==> src/rtl/mul_ctrl_pkg.sv <==
// Shared types and constants for the multiplier sharing controller.
// The helper below applies the unsigned correction used when
// MUL_UNSIGNED_EN is defined.
package mul_ctrl_pkg;

  typedef enum logic [1:0] {
    ST_IDLE    = 2'd0,
    ST_WAIT    = 2'd1,
    ST_CAPTURE = 2'd2,
    ST_DONE    = 2'd3
  } mul_state_t;

  localparam int MUL_NPORTS         = 2;
  localparam int MUL_W              = 32;
  localparam int MUL_PW             = 64;
  localparam int SETTLE_CYC_DEFAULT = 2;
  localparam int CNT_W              = 4;

  // Turns a signed 32x32 product into the unsigned product of the same bits:
  // each operand whose MSB is set contributes the other operand << 32.
  function automatic logic [MUL_PW-1:0] uns_correct(input logic [MUL_PW-1:0] z,
                                                    input logic [MUL_W-1:0]  a,
                                                    input logic [MUL_W-1:0]  b);
    logic [MUL_PW-1:0] corr_a;
    logic [MUL_PW-1:0] corr_b;
    corr_a = a[MUL_W-1] ? {b, {MUL_W{1'b0}}} : '0;
    corr_b = b[MUL_W-1] ? {a, {MUL_W{1'b0}}} : '0;
    return z + corr_a + corr_b;
  endfunction

endpackage

==> src/rtl/bp_booth_mul_32.sv <==
// Combinational 32x32 signed multiplier with full 64-bit product.
// Purely combinational; the controller treats it as a multicycle path.
module bp_booth_mul_32 (
  input  logic [31:0] a,
  input  logic [31:0] b,
  output logic [63:0] z
);

  logic signed [63:0] a_ext;
  logic signed [63:0] b_ext;

  assign a_ext = {{32{a[31]}}, a};
  assign b_ext = {{32{b[31]}}, b};

  // Low 64 bits of the sign-extended product equal the exact signed product.
  assign z = a_ext * b_ext;

endmodule

==> src/rtl/mul_rr_arbiter.sv <==
// Two-way round-robin arbiter: a lone requester wins outright, a tie goes
// to the port that was not served last.
module mul_rr_arbiter (
  input  logic [1:0] req,
  input  logic       last,
  output logic [1:0] win
);

  // One-hot winner selection.
  always_comb begin
    win = 2'b00;
    case (req)
      2'b01:   win = 2'b01;
      2'b10:   win = 2'b10;
      2'b11:   win = last ? 2'b01 : 2'b10;
      default: win = 2'b00;
    endcase
  end

endmodule

==> src/rtl/mul_share_ctrl.sv <==
// Round-robin sharing controller for the single 32x32 multiplier.
// Operands are latched at accept, held for SETTLE_CYC cycles, the product is
// captured, and a one-cycle done pulse goes to the owning port.
// Optional feature macro: MUL_UNSIGNED_EN (adds the uns port and the
// registered unsigned correction in CAPTURE).
//
// state   | meaning
// IDLE    | no operation; arbitrate any pending request
// WAIT    | operands held on the multiplier, counting down the settle window
// CAPTURE | product (corrected if unsigned) registered into result
// DONE    | done pulse to owner, owner becomes last served
module mul_share_ctrl
  import mul_ctrl_pkg::*;
#(
  parameter int SETTLE_CYC = SETTLE_CYC_DEFAULT
) (
  input  logic        clk,
  input  logic        rst_n,
  input  logic [1:0]  req,
  input  logic [31:0] a0,
  input  logic [31:0] b0,
  input  logic [31:0] a1,
  input  logic [31:0] b1,
`ifdef MUL_UNSIGNED_EN
  input  logic [1:0]  uns,
`endif
  output logic [1:0]  gnt,
  output logic [1:0]  done,
  output logic [63:0] result,
  output logic        busy
);

  mul_state_t       state_q, state_d;
  logic [CNT_W-1:0] cnt_q, cnt_d;
  logic [31:0]      op_a_q, op_a_d;
  logic [31:0]      op_b_q, op_b_d;
  logic [1:0]       gnt_q, gnt_d;
  logic             owner_q, owner_d;
  logic             last_q, last_d;
  logic [63:0]      result_q, result_d;
  logic [1:0]       win;
  logic [63:0]      z;
  logic [63:0]      prod;

  mul_rr_arbiter u_arb (
    .req  (req),
    .last (last_q),
    .win  (win)
  );

  // Multiplier sees only the latched operands, never the live ports.
  bp_booth_mul_32 u_mul (
    .a (op_a_q),
    .b (op_b_q),
    .z (z)
  );

`ifdef MUL_UNSIGNED_EN
  logic uns_q, uns_d;

  assign prod = uns_q ? uns_correct(z, op_a_q, op_b_q) : z;
`else
  assign prod = z;
`endif

  // Next-state, operand latch and result capture.
  always_comb begin
    state_d  = state_q;
    cnt_d    = cnt_q;
    op_a_d   = op_a_q;
    op_b_d   = op_b_q;
    gnt_d    = gnt_q;
    owner_d  = owner_q;
    last_d   = last_q;
    result_d = result_q;
`ifdef MUL_UNSIGNED_EN
    uns_d    = uns_q;
`endif
    case (state_q)
      ST_IDLE: begin
        if (|req) begin
          owner_d = win[1];
          op_a_d  = win[1] ? a1 : a0;
          op_b_d  = win[1] ? b1 : b0;
`ifdef MUL_UNSIGNED_EN
          uns_d   = win[1] ? uns[1] : uns[0];
`endif
          gnt_d   = win;
          cnt_d   = CNT_W'(SETTLE_CYC - 1);
          state_d = ST_WAIT;
        end
      end
      ST_WAIT: begin
        if (cnt_q == '0) begin
          state_d = ST_CAPTURE;
        end else begin
          cnt_d = cnt_q - CNT_W'(1);
        end
      end
      ST_CAPTURE: begin
        result_d = prod;
        state_d  = ST_DONE;
      end
      ST_DONE: begin
        last_d  = owner_q;
        gnt_d   = 2'b00;
        state_d = ST_IDLE;
      end
      default: state_d = ST_IDLE;
    endcase
  end

  // State and datapath registers; reset discards any in-flight operation.
  always_ff @(posedge clk or negedge rst_n) begin
    if (!rst_n) begin
      state_q  <= ST_IDLE;
      cnt_q    <= '0;
      op_a_q   <= '0;
      op_b_q   <= '0;
      gnt_q    <= 2'b00;
      owner_q  <= 1'b0;
      last_q   <= 1'b1;
      result_q <= '0;
    end else begin
      state_q  <= state_d;
      cnt_q    <= cnt_d;
      op_a_q   <= op_a_d;
      op_b_q   <= op_b_d;
      gnt_q    <= gnt_d;
      owner_q  <= owner_d;
      last_q   <= last_d;
      result_q <= result_d;
    end
  end

`ifdef MUL_UNSIGNED_EN
  // Unsigned flag travels with the operands.
  always_ff @(posedge clk or negedge rst_n) begin
    if (!rst_n) begin
      uns_q <= 1'b0;
    end else begin
      uns_q <= uns_d;
    end
  end
`endif

  assign gnt    = gnt_q;
  assign done   = (state_q == ST_DONE) ? (owner_q ? 2'b10 : 2'b01) : 2'b00;
  assign result = result_q;
  assign busy   = (state_q != ST_IDLE);

endmodule

==> config.mk <==
export PLATFORM = sky130hd
export DESIGN_NAME = mul_share_ctrl
export DESIGN_NICKNAME = d
export VERILOG_FILES = /design/src/rtl/mul_ctrl_pkg.sv /design/src/rtl/bp_booth_mul_32.sv /design/src/rtl/mul_rr_arbiter.sv /design/src/rtl/mul_share_ctrl.sv
export SDC_FILE = /design/constraint.sdc
export NUM_CORES = 2
export LEC_CHECK = 0
export ABC_AREA = 0
export CORE_MARGIN = 4
export CORE_UTILIZATION = 50
export CTS_CLUSTER_DIAMETER = 200
export DETAILED_ROUTE_END_ITERATION = 10
export PLACE_DENSITY = 0.8
export SLEW_MARGIN = 20
export SYNTH_ARGS = -nofsm -noshare
export SYNTH_HDL_FRONTEND = slang
export SYNTH_SLANG_ARGS = --single-unit
==> constraint.sdc <==
create_clock -name clk -period 10.3 [get_ports clk]
set_input_delay 2.06 -clock clk [delete_from_list [all_inputs] [get_ports clk]]
set_output_delay 2.06 -clock clk [all_outputs]
set_load 0.02 [all_outputs]
==> flow_metrics.py <==
metrics = {
    "status": {
        "status": "complete, no violations",
    },
    "clocking": {
        "cts_setup_buffers": 0,
        "clock_latency_ns": 0.51,
        "clock_path_buffers": 2,
        "cts_root_buf": "clkbuf_16",
        "cts.sinks": 138,
        "tritoncts": "yes",
        "clk_pin_slew_ns": 0.07,
        "htree_levels": 4,
        "ctsResizeCount": 0,
        "cts_buffers": 17,
        "cts_hold_buf": 0,
    },
    "logic_synthesis": {
        "synth-seq-cells": 138,
        "yosysUniqueCellTypes": 64,
        "postSynthAreaPerCell_um2": 9.58,
        "synth_top_flop_cell": "dfrtp_1",
        "ys_top_cells_by_count": "fa_1 (1,082), inv_1 (982), nand2_1 (589)",
        "ys_top_cells_by_area": "fa_1 (51%), inv_1 (8.7%), dfrtp_1 (8.1%)",
        "syn-num-nets": 5808,
        "yosysMostFrequentCell": "fa_1",
        "seq_area_frac_synth": 0.0819,
        "synth_edf_count": 0,
        "async_flop_share": 1.00,
        "yosysWarnings": 0,
        "synth_area_mm2": 0.0422,
        "yosysTopAreaCell": "fa_1",
        "synth_top_cell_area_share": 0.513,
        "synthCells": 4403,
    },
    "layout": {
        "num-fill-cells": 7124,
        "drive_gt1_frac": 0.0377,
        "ff_latch_area_mm2": 0.00346,
        "area_delta_synth_final_pct": 8.53,
        "fin_util": 0.547,
        "layout.nets": 5848,
        "multi_input_area_mm2": 0.0342,
    },
    "floorplan": {
        "die_area_mm2": 0.0891,
        "die_x_um": 298,
        "fp.coreArea_mm2": 0.0837,
        "start_util": 0.504,
        "row_count": 106,
        "ios": 201,
        "die_y_um": 298,
    },
    "timing": {
        "hold_viol": 0,
        "fin_tns_setup_ns": 0,
        "skew_ns": 0.0379,
        "final.min_clock_period_ns": 8.73,
        "setup_violations": 0,
        "fmaxAchievable_ghz": 0.115,
        "layout_setup_ws_ns": 1.57,
        "tightest_slew_ns": 1.14,
        "max-slew-margin-rel": 0.240,
        "fin_crit_sh": 0.848,
        "rsz0062_at_grt": "false",
        "drv_slew": 0,
    },
    "global_route": {
        "grt_pass1_vias": 33800,
        "antenna_found_initial": 1,
        "grt_max_degree": 75,
        "grt_overflow": 0,
        "grt_pass1_wl_um": 178000,
        "grt_usage": 0.254,
    },
    "detailed_routing": {
        "drc": 0,
        "dr.pass1.iters": 9,
        "drt_iter0_drc": 1955,
        "vias": 30300,
        "wl_um": 108000,
        "wl_per_cell_um": 19.4,
        "vias_per_cell": 5.42,
        "antenna_left": 0,
    },
    "worst_setup_path": {
        "ff2ff_setup_slack_ns": 1.57,
        "critPathKind": "reg2reg",
        "cp.required_ns": 10.68,
        "end_kind": "register",
        "crit_fanout": 18,
        "worst_ep_arrival_time_ns": 9.11,
        "cp-start-kind": "register",
    },
    "place": {
        "hpwl_um": 90100,
        "portBuffers": 200,
        "pre_cts_ws_ns": 1.33,
        "gp_congestion": 0.910,
    },
    "worst_hold_path": {
        "worst_hold_path_type": "reg2reg",
    },
    "job": {
        "cap_viol_max_count": 0,
    },
}
## per-layer routing
metal,track usage,share of wire,vias up
met1,0.312,0.36,15700
met2,0.435,0.51,1332
met3,0.0413,0.072,402
met4,0.133,0.060,2
li1,-,-,12900
met5,0,0.000092,-
## cells in the final DEF (no fill, tap or decap), types with 6 or more instances in the layout
cell                n
buf_4              68
nor2b_1            32
inv_1             982
a21oi_1            77
o21ai_1             7
nand2b_1           17
o21ai_0           105
fa_1             1081
o21bai_1            8
and2_1            522
ha_1              190
nand4_1            12
mux2i_1            65
xnor2_1            47
nor2_1             50
mux2_2             52
or3_1               6
nand2_1           589
nor3_1             12
a21o_1             37
xor2_1             24
o211ai_1            9
nand3_1            13
a31oi_1             8
clkbuf_16          17
clkdlybuf4s50_1   199
dfrtp_1           133
## metrics by stage
stage	hold slack [ns]	instances	instance area (um2)
6_report	0.481	5592	45800
5_1_grt	0.508	5590	45800
4_1_cts	0.486	5590	45800
3_5_place_dp	0.471	5558	45200
3_3_place_gp	0.462	5558	45200
2_1_floorplan	0.472	4403	42200
## sequential cells by signal, indices dropped and copies added (netlist names)
register	cells
state_q	2
owner_q	1
gnt	2
op_a_q	32
result	64
op_b_q	32
cnt_q	4
last_q	1
## final timing paths
| check | startpoint | to | cells past startpoint |
|---|---|---|---|
| worst min-delay path | op_b_q[29] | op_b_q[29] | 2 |
| worst max-delay path | op_b_q[10] | result[62] | 23 |
| worst min register to register | op_b_q[29] | op_b_q[29] | 2 |
| worst max register to register | op_b_q[10] | result[62] | 23 |
| max in group asynchronous | rst_n | op_b_q[2] | 2 |
| min in group asynchronous | rst_n | op_a_q[1] | 1 |
## critical path, cell delays in order, from the launching register on
cell and delay, ns:
dfrtp_1 1.05, buf_4 0.37, and2_1 0.17, fa_1 0.45
fa_1 0.57, inv_1 0.06, fa_1 0.50, fa_1 0.52
inv_1 0.06, fa_1 0.56, fa_1 0.43, fa_1 0.60
fa_1 0.46, ha_1 0.40, a21oi_1 0.25, o21ai_1 0.14
a22oi_1 0.25, o22ai_1 0.14, a21oi_1 0.56, nor4_2 0.17
o31ai_1 0.36, a21oi_1 0.13, xor2_1 0.16, mux2_2 0.26
## final cells by class
| class | count | area share |
|---|---|---|
| diodes | 2 | 0.000109 |
| clock buffers | 20 | 0.00954 |
| flip-flops and latches | 138 | 0.0756 |
| clock inverters | 12 | 0.00257 |
| inverters | 982 | 0.0805 |
| multi-input cells | 3036 | 0.746 |
| repair buffers | 268 | 0.0549 |
| well taps | 1134 | 0.0310 |
## logic make-up after synthesis
| group | after synthesis | synth area share |
|---|---|---|
| AND/OR/NAND/NOR | 1274 | 0.151 |
| adder cells (fa/ha/maj) | 1273 | 0.570 |
| buffers and inverters | 1229 | 0.110 |
| AO/OA/AOI/OAI | 300 | 0.0430 |
| flip-flops | 138 | 0.0819 |
| multiplexers | 118 | 0.0297 |
| XOR/XNOR | 71 | 0.0147 |
Power is left out: the tool's default activity adds up to more than one toggle a clock period on the data nets, which glitch-free logic cannot reach.
